**src/rtl/serial_adder.sv**
```systemverilog
// serial_adder: bit-serial ripple adder (one full-adder cell + carry FF), LSB first,
// start/busy/done handshake. Optional subtract mode: define SERIAL_ADDER_SUB_MODE_EN.
module serial_adder #(
   parameter int unsigned WIDTH = 8
) (
   input  logic             clk,
   input  logic             rst_n,
   input  logic             start,
   input  logic [WIDTH-1:0] A,
   input  logic [WIDTH-1:0] B,
`ifdef SERIAL_ADDER_SUB_MODE_EN
   input  logic             Sub,
`endif
   output logic [WIDTH-1:0] S,
   output logic             Co,
   output logic             busy,
   output logic             done
);

   localparam int unsigned CW = $clog2(WIDTH) + 1;

   typedef enum logic [1:0] {IDLE, RUN, DONE} state_t;

   state_t           r_state;
   state_t           w_next;
   logic [WIDTH-1:0] r_a;
   logic [WIDTH-1:0] r_b;
   logic [WIDTH-1:0] r_s;
   logic             r_c;
   logic             r_co;
   logic [CW-1:0]    r_cnt;
   logic             w_accept;
   logic             w_last;
   logic             w_sub;
   logic             w_cin0;
   logic             w_b0;
   logic             w_sum;
   logic             w_cout;

`ifdef SERIAL_ADDER_SUB_MODE_EN
   logic r_sub;

   always_ff @(posedge clk or negedge rst_n) begin
      if (!rst_n)        r_sub <= 1'b0;
      else if (w_accept) r_sub <= Sub;
   end

   // Subtract as A + ~B + 1: invert B bits on the fly and seed the carry with 1.
   assign w_sub  = r_sub;
   assign w_cin0 = Sub;
`else
   assign w_sub  = 1'b0;
   assign w_cin0 = 1'b0;
`endif

   assign w_accept = start && ((r_state == IDLE) || (r_state == DONE));
   assign w_last   = (r_cnt == CW'(WIDTH - 1));
   assign w_b0     = r_b[0] ^ w_sub;
   assign w_sum    = r_a[0] ^ w_b0 ^ r_c;
   assign w_cout   = (r_a[0] & w_b0) | (r_a[0] & r_c) | (w_b0 & r_c);

   always_ff @(posedge clk or negedge rst_n) begin
      if (!rst_n) r_state <= IDLE;
      else        r_state <= w_next;
   end

   always_comb begin
      w_next = r_state;
      busy   = 1'b0;
      done   = 1'b0;
      unique case (r_state)
         IDLE: begin
            if (start) w_next = RUN;
         end
         RUN: begin
            busy = 1'b1;
            if (w_last) w_next = DONE;
         end
         DONE: begin
            done   = 1'b1;
            w_next = start ? RUN : IDLE;
         end
         default: w_next = IDLE;
      endcase
   end

   always_ff @(posedge clk or negedge rst_n) begin
      if (!rst_n) begin
         r_a   <= '0;
         r_b   <= '0;
         r_s   <= '0;
         r_c   <= 1'b0;
         r_co  <= 1'b0;
         r_cnt <= '0;
      end else if (w_accept) begin
         r_a   <= A;
         r_b   <= B;
         r_c   <= w_cin0;
         r_cnt <= '0;
      end else if (r_state == RUN) begin
         r_s   <= {w_sum, r_s[WIDTH-1:1]};
         r_a   <= r_a >> 1;
         r_b   <= r_b >> 1;
         r_c   <= w_cout;
         r_cnt <= r_cnt + 1'b1;
         // Co is only published on the final bit so it holds the previous result until then.
         if (w_last) r_co <= w_cout ^ w_sub;
      end
   end

   assign S  = r_s;
   assign Co = r_co;

endmodule

```
**config.mk**
```make
export PLATFORM = sky130hd
export DESIGN_NAME = serial_adder
export DESIGN_NICKNAME = d
export VERILOG_FILES = /design/src/rtl/serial_adder.sv
export SDC_FILE = /design/constraint.sdc
export NUM_CORES = 1
export LEC_CHECK = 0
export BUFFER_PORTS_ARGS = -buffer_cell sky130_fd_sc_hd__buf_4
export CAP_MARGIN = 20
export CELL_PAD_IN_SITES_DETAIL_PLACEMENT = 2
export CELL_PAD_IN_SITES_GLOBAL_PLACEMENT = 2
export CORE_MARGIN = 3
export CORE_UTILIZATION = 32
export DETAILED_ROUTE_END_ITERATION = 8
export HOLD_SLACK_MARGIN = 0.06
export PLACE_DENSITY = 0.8
export SETUP_SLACK_MARGIN = 0.2
export SLEW_MARGIN = 20
export SYNTH_ARGS = -nofsm -noshare
export SYNTH_HDL_FRONTEND = slang
export SYNTH_SLANG_ARGS = --single-unit
```
**constraint.sdc**
```tcl
create_clock -name clk -period 1.4 [get_ports clk]
set_input_delay 0.07 -clock clk [delete_from_list [all_inputs] [get_ports clk]]
set_output_delay 0.07 -clock clk [all_outputs]
set_load 0.005 [all_outputs]
```
# [Word level (Yosys, flattened, before mapping)]
# Cells that the tools add are included.
[totals] regBits=32 input_bits=19 out_inout_bits=11 word_cells=42
[op_classes] addsub=1 n_eq_ne=5 mux=14 bitwise_logic=8 reduce_logical=7
[op_table] cell="$mux 8" count=4
[op_table] cell="$mux 4" count=2
[op_table] cell="$pmux 2 s3" count=1
[op_table] cell="$mux 1" count=5
[op_table] cell="$add 4x1->4 const B" count=1
[op_table] cell="$eq 4x3->1 const B" count=1
[op_table] cell="$mux 2" count=2
[op_table] cell="$ne 2x2->1 const B" count=2
[op_table] cell="$reduce_and 2->1" count=2
[op_table] cell="$and 1x1->1" count=3
[op_table] cell="$reduce_and 3->1" count=1
[op_table] cell="$eq 2x1->1 const B" count=1
[op_table] cell="$eq 2x2->1 const B" count=1
[op_table] cell="$logic_not 2->1" count=1
[op_table] cell="$or 1x1->1" count=2
[op_table] cell="$reduce_bool 2->1" count=1
[op_table] cell="$xor 1x1->1" count=2
[op_table] cell="$logic_and 1x1->1" count=1
[op_table] cell="$logic_or 1x1->1" count=1
[op_table] cell="$not 1->1" count=1

# [Depth between registers and ports, before layout]
# Gate-level depths: netlist (run 1).
[logic_depth] word_depth=5 mapped_depth=7 depth_no_buf=4

# [Least setup slack after synthesis (run 1)]
# OpenSTA, ideal clock, no wires.
[synth_timing] path_type="reg2reg" start="reg r_state[1]" end="reg r_co (netlist: Co)" setup_ns=0.125 arrival_ns=1.122 required_ns=1.275 path_slack_ns=0.153 stages_incl_launch_ff=5 n_path_buf=1 period_less_slack_ns=1.247 cell_sequence="dfrtp_1 -> nand2b_1 -> buf_6 -> nor3_4 -> mux2_2"
[synth_via] elab_chain_cells=5 elab_cells_between_ends=7 classes_between="eq/ne (2); bitwise (1); reduce/logical (4)"
[synth_lines] item="start, declared" line="24" text="state_t r_state;"
[synth_lines] item="start signal, assigned" line="64" text="else r_state <= w_next;"
[synth_lines] item="$eq 2x2->1 / $logic_not 2->1 (equally long branches)" line="56" text="assign w_accept = start && ((r_state == IDLE) || (r_state == DONE));"
[synth_lines] item="$logic_or 1x1->1" line="56"
[synth_lines] item="$logic_and 1x1->1" line="56"
[synth_lines] item="$not 1->1 (no source line)"
[synth_lines] item="$reduce_and 3->1 (no source line) *"
[synth_lines] item="end signal, assigned" line="107" text="if (w_last) r_co <= w_cout ^ w_sub;"
[synth_lines] item="end, declared" line="30" text="logic r_co;"
# Every way passes the cells marked *; elsewhere a longest branch is shown, timed or not.
# A chain may end at the register's enable or synchronous reset.

# [Worst setup path in the final report (run 1)]
[layout_timing] start="reg r_state[0]" end="reg r_state[0]"
[layout_via] elab_chain_cells=3 elab_cells_between_ends=7 classes_between="eq/ne (4); mux (1); reduce/logical (2)"
[layout_lines] item="$eq 2x1->1 / $logic_not 2->1 (equally long branches)" line="71" text="unique case (r_state)"
[layout_lines] item="$ne 2x2->1 (no source line)"
[layout_lines] item="$reduce_and 2->1 (no source line)"
# Several ways; a longest one is shown, not always the timed one.

==> impl_metrics.csv, run 1 <==
group,metric,value,unit
floorplanning,die-area,5200,um^2
route,firstDrtPassIters,4,
critical_path,path_cells,"nand2b_4, buf_4, clkinvlp_4, o21ai_1, nand2_1",
sta,post-route-period-util,94.3,%
layout,syn_to_final_growth,54.4,%
synth,ys_ff_latch,32,
route,routed_via_density,5.19,
global_routing,grt_util_met3,4.29,%
sta,min_period,1.32,ns
global_routing,globalRouteOverflowTotal,0,
cts,root_buffer,"clkbuf_8",
worst_hold_path,hold_path.class,"in -> reg",
critical_path,critPathSlowestCell,"dfrtp_2",
cts,htreeDepth,2,
floorplanning,initial_utilization,34.0,%
global_routing,grt_max_degree,33,
synth,yosysWarnings,0,
synth,synth_area_leaders,"dfrtp_1, nand2_1, a31oi_1",
synth,async_reset_ff_share,100,%
sta,timing.setup.tns,0,ns
critical_path,rrSetupSlack,0.08,ns
global_routing,antenna_found_initial,0,
global_routing,grtUsageMet1,26.0,%
route,dr_total_vias,1293,
global_routing,grt_pass1_wl,8.13,mm
cts,clock_latency,0.29,ns
critical_path,worst-path-buf-inv,2,
sta,slew_viol_final,0,
layout,diodes,0,
cts,clk_pin_slew_worst_paths,0.06,ns
synth,syn_area,1400,um^2
sta,worstMarginPinSlew,0.418,ns
route,drt_iter0_drc,50,
synth,netlist_instances,146,
global_routing,grt_pass1_vias,1475,
critical_path,endpoint_kind,"register",
route,routed_wl,5.42,mm
critical_path,crit_fanout,5,
layout,drive_gt1_share,48.2,%
placed_design,dp_hpwl,2.73,mm
synth,synth_edf_count,0,
sta,fin_hold_ws,0.0651,ns
synth,yosysUniqueCellTypes,27,
global_routing,gr-usage-all-layers,21.1,%
power_and_ir_drop,leakage,1.05,nW
synth,post-synth-top-area-cell,"dfrtp_1",
layout,mostFrequentLayoutCell,"buf_4",
floorplanning,io_pins,30,
cts,cts_buffer_depth,2,
route,drcViolationCount,0,
layout,utilization,52.5,%
flow_run,maxCapViolations,0,
layout,final_cell_mix,"buf_4, nand2_1, dfrtp_1",
critical_path,cpLargestDelayFamily,"flip-flops",
cts,numCtsBuffers,5,
critical_path,cp-start-kind,"register",
synth,synth_nets,167,
cts,cts_tree,"built",
cts,cts.sinks,32,
route,ant_nets,0,
sta,finalHoldViolations,0,
floorplanning,die_x,72.1,um
power_and_ir_drop,fin_total_pwr,0.00517,W
layout,layout.nets,222,
synth,synthFlopType,"dfrtp_1",
critical_path,crit_arrival,1.48,ns
global_routing,globalRoute.busiestLayer,"met2",
placed_design,port_buffers,29,
power_and_ir_drop,max-vdd-ir-drop,0.793,mV
power_and_ir_drop,cellPowerDensity,2390,nW/um^2
floorplanning,fp.dieH,72.1,um
sta,fmax,758,MHz
global_routing,grtUsageMet2,37.2,%
floorplanning,fp-row-count,23,
critical_path,max_stage_delay,0.45,ns
run_status,outcome,"complete, no violations",
route,routedWlPerCell,21.8,um
synth,synth_top_area_share,57.2,%
critical_path,crit_type,"reg -> reg",
synth,synth_area_per_cell,9.59,um^2
sta,rsz0062_at_grt,"yes",
sta,slew_headroom,72.1,%
critical_path,critPathRequiredTime,1.56,ns
placed_design,gp_congestion,0.718,
sta,clock_skew,0.00613,ns
synth,seq_area_frac_synth,57.2,%
floorplanning,core_area,4120,um^2
sta,setup_viol,0,
## flip-flops by register name, summed over array words and instances, names as in the netlist
register and flops:
Co 1, S 8, r_a 8, r_b 8, r_c 1, r_cnt 4
r_state 2
## cell usage after synthesis (2+ instances only)
cell type and n:
buf_6 2, nand3_1 3, a22oi_1 2, nand2_1 53, o21ai_0 2, buf_2 4
nor2_1 14, dfrtp_1 32, buf_4 2, a31oi_1 11, clkbuf_1 2, nand2b_1 2
a22o_1 3
## what timing repair did
action,4_1_cts,5_1_grt
endpoints found under the hold margin,37,1
buffers inserted,10,4
pin swaps,8,27
setup endpoints to repair,30,31
gates resized for setup,27,37
cloned,2,1
hold buffers,6,1
## tightest hold or removal path, stage by stage
cell	delay [ns]
buf_4	0.08
nor2_1	0.04
a31oi_1	0.12
## kinds of logic (layout without fill, tap and decap cells)
| logic type | count (synthesis) | after routing | synth area share, % |
|---|---|---|---|
| flip-flops | 32 | 32 | 57.2 |
| XOR/XNOR | 1 | 1 | 0.626 |
| AO/OA/AOI/OAI | 20 | 20 | 9.38 |
| AND/OR/NAND/NOR | 78 | 78 | 23.9 |
| multiplexers | 2 | 2 | 1.52 |
| adder cells (fa/ha/maj) | 2 | 2 | 2.32 |
| buffers and inverters | 11 | 64 | 5.09 |
## worst paths after layout
kind | from | end | cells past startpoint
max | r_state[0]$_DFFE_PN0P_ | r_state[0]$_DFFE_PN0P_ | 5
min | B[5] | r_b[5]$_DFFE_PN0P_ | 3
max reg2reg | r_state[0]$_DFFE_PN0P_ | r_state[0]$_DFFE_PN0P_ | 5
min reg2reg | S[0]$_DFFE_PN0P_ | S[0]$_DFFE_PN0P_ | 2
max in group asynchronous | rst_n | r_state[0]$_DFFE_PN0P_ | 2
min in group asynchronous | rst_n | S[6]$_DFFE_PN0P_ | 2
## metrics by stage
step	cells	setup WS, ns	area, um^2
global placement	220	0.123	1670
global route	249	0.0249	2160
finish	249	0.0802	2160
CTS	243	0.157	1970
detailed placement	220	0.0445	1670
floorplan	146	0.171	1400
## metal layers
metal | up-vias | share of wire, %
li1 | 585 | -
met1 | 663 | 42
met2 | 39 | 52
met3 | 6 | 4.1
met4 | 0 | 1.1
met5 | - | 0
## area by class of cell
type / count / area [um^2]
timing repair buffer: 56 / 522
sequential: 32 / 803
clock buffer: 5 / 68.8
fill: 428 / 1950
inverter: 1 / 11.3
timing repair inverter: 2 / 15.0
multi-input combinational: 103 / 679
tap: 50 / 62.6
## report_power, final
part | switching (W) | internal (W) | leakage (nW)
clock | 0.000328 | 0.000320 | 0.0359
sequential | 0.000433 | 0.00135 | 0.397
combinational | 0.00139 | 0.00134 | 0.614
total | 0.00215 | 0.00302 | 1.05
Power figures use the tool's default switching activity.
==> run 2, diff against run 1 <==
--- a/config.mk
+++ b/config.mk
@@ -9,7 +9,7 @@
 export CAP_MARGIN = 20
 export CELL_PAD_IN_SITES_DETAIL_PLACEMENT = 2
 export CELL_PAD_IN_SITES_GLOBAL_PLACEMENT = 2
-export CORE_MARGIN = 3
+export CORE_MARGIN = 4
 export CORE_UTILIZATION = 32
 export DETAILED_ROUTE_END_ITERATION = 8
 export HOLD_SLACK_MARGIN = 0.06
==> run 2 against run 1 <==
  * Global-route usage down 4.0 points
  * Design area down 7.0%
  * Power down 8.0%
  * Clock power up 16%
  * Sequential cell count unchanged
  * Cell count down 2.0%
  * Critical path depth unchanged
  * Count of clock-buffer cells in the layout up 3
  * Critical endpoint is now r_cnt[3]$_DFFE_PN0P_
  * Largest cell class unchanged
  * Non-clock buffer count down 7
==> impl_metrics.csv, run 2 (same netlist as run 1, synthesis figures left out) <==
group,metric,value,unit
floorplanning,core_area,4120,um^2
floorplanning,initial_utilization,34.0,%
power_and_ir_drop,seqPwrFrac,36.2,%
layout,multi_input_area,602,um^2
sta,min_period,1.29,ns
global_routing,grt_pass1_wl,7.03,mm
cts,root_buffer,"clkbuf_8",
placed_design,port_buffers,29,
critical_path,rrSetupSlack,0.11,ns
global_routing,globalRoute.busiestLayer,"met2",
layout,n_fill_cell,436,
sta,fmax,774,MHz
run_status,outcome,"complete, no violations",
cts,cts_buffer_depth,2,
critical_path,crit_fanout,5,
power_and_ir_drop,sw_frac_of_total,39.8,%
route,ant_nets,0,
sta,fin_ws,0.108,ns
sta,slew_viol_final,0,
placed_design,gp_congestion,0.706,
layout,regArea,802,um^2
global_routing,antenna_found_initial,0,
layout,utilization,48.9,%
route,routed_via_density,5.26,
power_and_ir_drop,pwr-share-clk,15.8,%
route,routedWlPerCell,20.7,um
power_and_ir_drop,p_int,0.00286,W
sta,post-route-period-util,92.3,%
floorplanning,fp.dieH,74.1,um
worst_hold_path,hold_path.class,"in -> reg",
cts,clock_latency,0.28,ns
floorplanning,die-area,5500,um^2
global_routing,grt_max_degree,33,
layout,layout.nets,214,
route,drt_iter0_drc,42,
critical_path,endpoint_kind,"register",
critical_path,crit_type,"reg -> reg",
placed_design,dp_hpwl,2.53,mm
route,routed_wl,5.05,mm
cts,cts.sinks,32,
global_routing,gr-usage-all-layers,17.1,%
critical_path,cp-start-kind,"register",
layout,final_cell_mix,"nand2_1, buf_4, dfrtp_1",
cts,clk_pin_slew_worst_paths,0.07,ns
route,dr_total_vias,1284,
power_and_ir_drop,power_switching,0.00189,W
layout,syn_to_final_growth,43.6,%
flow_run,maxCapViolations,0,
sta,clock_skew,0.00584,ns
global_routing,grt_pass1_vias,1372,
placed_design,pre_cts_slack,0.0777,ns
sta,slew_headroom,71.6,%
sta,rsz0062_at_grt,"yes",
layout,diodes,0,
cts,htreeDepth,2,
route,firstDrtPassIters,4,
sta,setup_viol,0,
sta,finalHoldViolations,0,
power_and_ir_drop,max-vdd-ir-drop,0.739,mV
sta,worstMarginPinSlew,0.426,ns
floorplanning,fp-row-count,23,
critical_path,crit_arrival,1.48,ns
global_routing,grtUsageMet1,20.2,%
power_and_ir_drop,cellPowerDensity,2360,nW/um^2
sta,timing.setup.tns,0,ns
cts,numCtsBuffers,5,
global_routing,globalRouteOverflowTotal,0,
global_routing,grt_util_met3,3.38,%
critical_path,critPathRequiredTime,1.59,ns
floorplanning,die_x,74.1,um
route,drcViolationCount,0,
cts,cts_tree,"built",
layout,mostFrequentLayoutCell,"nand2_1",
layout,drive_gt1_share,34.5,%
power_and_ir_drop,leakage,0.974,nW
floorplanning,io_pins,30,
global_routing,grtUsageMet2,31.4,%
power_and_ir_drop,p_comb_share,48.0,%
run 2: changes by cell type in the layout (fill, tap and decap cells not counted), moves of 2 or more:
| cell | change |
|---|---|
| buf_6 | -3 |
| buf_8 | -2 |
| clkbuf_1 | +2 |
| nand2_1 | +18 |
| nand2_2 | -15 |
| nand2_4 | -3 |
| o21ai_1 | -2 |
run 2: layer usage:
metal,up-vias,wire length (um)
li1,572,-
met1,657,2050
met2,44,2630
met3,11,282
met4,0,90
met5,-,0
run 2: power by group through the flow:
stage	clock network, W	registers, W	logic (W)
final	0.000750	0.00172	0.00228
after global routing	0.000831	0.00177	0.00249
after CTS	0.000746	0.00166	0.00196
after detailed placement	0	0.00166	0.00160
after global placement	0	0.00164	0.00149
after floorplan	0	0.00160	0.00107
run 2: cell type report:
type	count	share of cell area, %
inverters	1	0.311
clock buffers	8	4.48
repair buffers	49	21.9
repair inverters	1	0.373
flip-flops and latches	32	39.9
multi-input cells	103	29.9
well taps	50	3.11
run 2: final timing paths:
check | startpoint | end | cells past startpoint
min reg2reg | S[0]$_DFFE_PN0P_ | S[0]$_DFFE_PN0P_ | 2
max in group asynchronous | rst_n | r_state[0]$_DFFE_PN0P_ | 2
max | r_state[1]$_DFFE_PN0P_ | r_cnt[3]$_DFFE_PN0P_ | 5
min | A[2] | r_a[2]$_DFFE_PN0P_ | 3
min in group asynchronous | rst_n | S[5]$_DFFE_PN0P_ | 2
max reg2reg | r_state[1]$_DFFE_PN0P_ | r_cnt[3]$_DFFE_PN0P_ | 5
run 2: repair_timing:
action / in CTS / in global routing
gates cloned: 1 / 1
endpoints found under the hold margin: 37 / 0
hold buffers: 6 / 0
resized for setup: 12 / 11
setup buffers: 6 / 3
endpoints found under the setup margin: 28 / 27
pin swaps: 3 / 9
run 2: through the flow:
stage | total power (W) | hold WS (ns) | std cells | area, um^2
after floorplan | 0.00267 | -0.226 | 146 | 1400
after global placement | 0.00312 | 0.0316 | 219 | 1660
after detailed placement | 0.00327 | 0.0388 | 219 | 1660
after CTS | 0.00436 | 0.0646 | 240 | 1910
after global routing | 0.00509 | 0.0589 | 244 | 2010
final | 0.00475 | 0.0675 | 244 | 2010
run 2: critical path, stage by stage (launching register included):
cell	delay, ns
dfrtp_1	0.41
nand2b_4	0.20
inv_4	0.11
buf_8	0.12
nand4_2	0.12
mux2i_1	0.22
==> run 3, diff against run 2 <==
--- a/config.mk
+++ b/config.mk
@@ -9,7 +9,6 @@
 export CAP_MARGIN = 20
 export CELL_PAD_IN_SITES_DETAIL_PLACEMENT = 2
 export CELL_PAD_IN_SITES_GLOBAL_PLACEMENT = 2
-export CORE_MARGIN = 4
 export CORE_UTILIZATION = 32
 export DETAILED_ROUTE_END_ITERATION = 8
 export HOLD_SLACK_MARGIN = 0.06
==> run 3 against run 2 <==
  * Register-to-register slack barely moved
  * Cell count grew 3.7%
  * Sequential share of layout area shrank 0.49 points
  * First-iteration DRC count is 14% lower
  * Clock power is essentially flat
  * Critical path depth down 1
  * Setup slack worse by 0.012 ns
  * Design area grew 1.2%
==> impl_metrics.csv, run 3 (same netlist as run 1, synthesis figures left out) <==
group,metric,value,unit
run_status,outcome,"complete, no violations",
layout,fin_area,2040,um^2
route,routed_wl,4.79,mm
floorplanning,core_area,4090,um^2
layout,diodes,0,
floorplanning,fp.dieH,68.1,um
route,firstDrtPassIters,4,
power_and_ir_drop,cellPowerDensity,2310,nW/um^2
global_routing,grt_max_degree,33,
cts,clk_pin_slew_worst_paths,0.06,ns
global_routing,grt_pass1_wl,7.04,mm
placed_design,dp_hpwl,2.62,mm
global_routing,grt_pass1_vias,1446,
placed_design,gp_congestion,0.722,
power_and_ir_drop,leakage,0.983,nW
floorplanning,die_x,68.1,um
global_routing,gr-usage-all-layers,21.6,%
route,routed_via_density,5.08,
layout,layout.nets,223,
critical_path,reg2regPathDepth,4,
route,drcViolationCount,0,
cts,root_buffer,"clkbuf_8",
floorplanning,fp-row-count,23,
critical_path,cpLargestDelayFamily,"flip-flops",
cts,numCtsBuffers,5,
critical_path,endpoint_kind,"output pin",
placed_design,dp_cells,220,
global_routing,globalRouteOverflowTotal,0,
layout,final_cell_mix,"nand2_1, buf_4, dfrtp_1",
worst_hold_path,hold_path_depth,3,
cts,cts_tree,"built",
global_routing,antenna_found_initial,0,
cts,cts_buffer_depth,2,
floorplanning,initial_utilization,34.3,%
critical_path,crit_fanout,6,
sta,timing.setup.tns,0,ns
worst_hold_path,hold_path.class,"in -> reg",
layout,mostFrequentLayoutCell,"nand2_1",
sta,slew_headroom,71.7,%
cts,cts.sinks,32,
route,routedWlPerCell,18.9,um
critical_path,crit_type,"reg -> out",
critical_path,crit_arrival,1.23,ns
critical_path,crit_cells,4,
sta,min_period,1.30,ns
route,drt_iter0_drc,36,
layout,syn_to_final_growth,45.4,%
sta,worstMarginPinSlew,0.425,ns
layout,n_fill_cell,464,
sta,slew_viol_final,0,
floorplanning,io_pins,30,
floorplanning,die-area,4640,um^2
cts,htreeDepth,2,
sta,post-route-period-util,93.1,%
flow_run,maxCapViolations,0,
critical_path,critPathSlowestCell,"dfrtp_2",
sta,setup_viol,0,
sta,clock_skew,0.00692,ns
critical_path,cp-start-kind,"register",
sta,fin_hold_ws,0.0611,ns
placed_design,place_area,1660,um^2
sta,fmax,767,MHz
cts,clock_latency,0.30,ns
critical_path,max_stage_delay,0.46,ns
route,ant_nets,0,
placed_design,port_buffers,29,
critical_path,path_cells,"nand2b_4, inv_8, buf_8, buf_6",
critical_path,worst-path-buf-inv,3,
layout,fin_cells,253,
sta,rsz0062_at_grt,"yes",
layout,drive_gt1_share,36.0,%
sta,finalHoldViolations,0,
route,dr_total_vias,1286,
power_and_ir_drop,max-vdd-ir-drop,0.891,mV
critical_path,critPathRequiredTime,1.33,ns
==> run 3: final cells by class <==
type | count | area (um^2) | area share [%]
Timing Repair Buffer | 57 | 470 | 23.1
Tap cell | 50 | 62.6 | 3.07
Clock inverter | 2 | 10.0 | 0.492
Multi-Input combinational cell | 103 | 582 | 28.6
Clock buffer | 6 | 82.6 | 4.06
Timing Repair inverter | 2 | 15.0 | 0.738
Sequential cell | 32 | 802 | 39.4
Inverter | 1 | 11.3 | 0.553
==> run 3: worst min-delay path: stages <==
cell and delay, ns:
buf_4 0.11, nor2_1 0.09, a31oi_1 0.05
==> run 3: report_power, final <==
group / total (W) / internal, W / switching (W)
clock network: 0.000753 / 0.000392 / 0.000361
logic: 0.00224 / 0.00107 / 0.00116
registers: 0.00171 / 0.00135 / 0.000357
==> run 3: what timing repair did <==
item                                    in CTS  in global routing
hold buffers                                 8                  0
resized for setup                           13                 10
endpoints found under the setup margin      31                 25
setup buffers                                8                  7
pin swaps                                    3                  5
gates cloned                                 1                  1
endpoints found under the hold margin       39                  0
==> run 3: stage by stage <==
step / utilization [%] / setup slack, ns / power (W)
5_1_grt: 49.8 / 0.0537 / 0.00503
6_report: 49.8 / 0.0963 / 0.00470
2_1_floorplan: - / 0.171 / 0.00267
3_3_place_gp: 40.5 / 0.146 / 0.00311
3_5_place_dp: 40.5 / 0.0311 / 0.00326
4_1_cts: 47.3 / 0.118 / 0.00430
==> run 3: routing by layer <==
metal / share of wire, % / global-route usage, % / vias up
li1: - / - / 589
met1: 43 / 23.6 / 659
met2: 52 / 40.2 / 28
met3: 3.8 / 6.00 / 10
met4: 1.4 / 6.25 / 0
met5: 0 / 0 / -
==> run 3: path summary, 6_finish.rpt <==
kind / from / slack (ns) / to
setup reg to reg: r_state[0]$_DFFE_PN0P_ / 0.1 / r_b[1]$_DFFE_PN0P_
max in group asynchronous: rst_n / 0.82 / r_state[0]$_DFFE_PN0P_
min in group asynchronous: rst_n / 0.25 / S[5]$_DFFE_PN0P_
setup / recovery: r_state[0]$_DFFE_PN0P_ / 0.1 / busy
hold / removal: B[6] / 0.06 / r_b[6]$_DFFE_PN0P_
hold reg to reg: S[0]$_DFFE_PN0P_ / 0.49 / S[0]$_DFFE_PN0P_
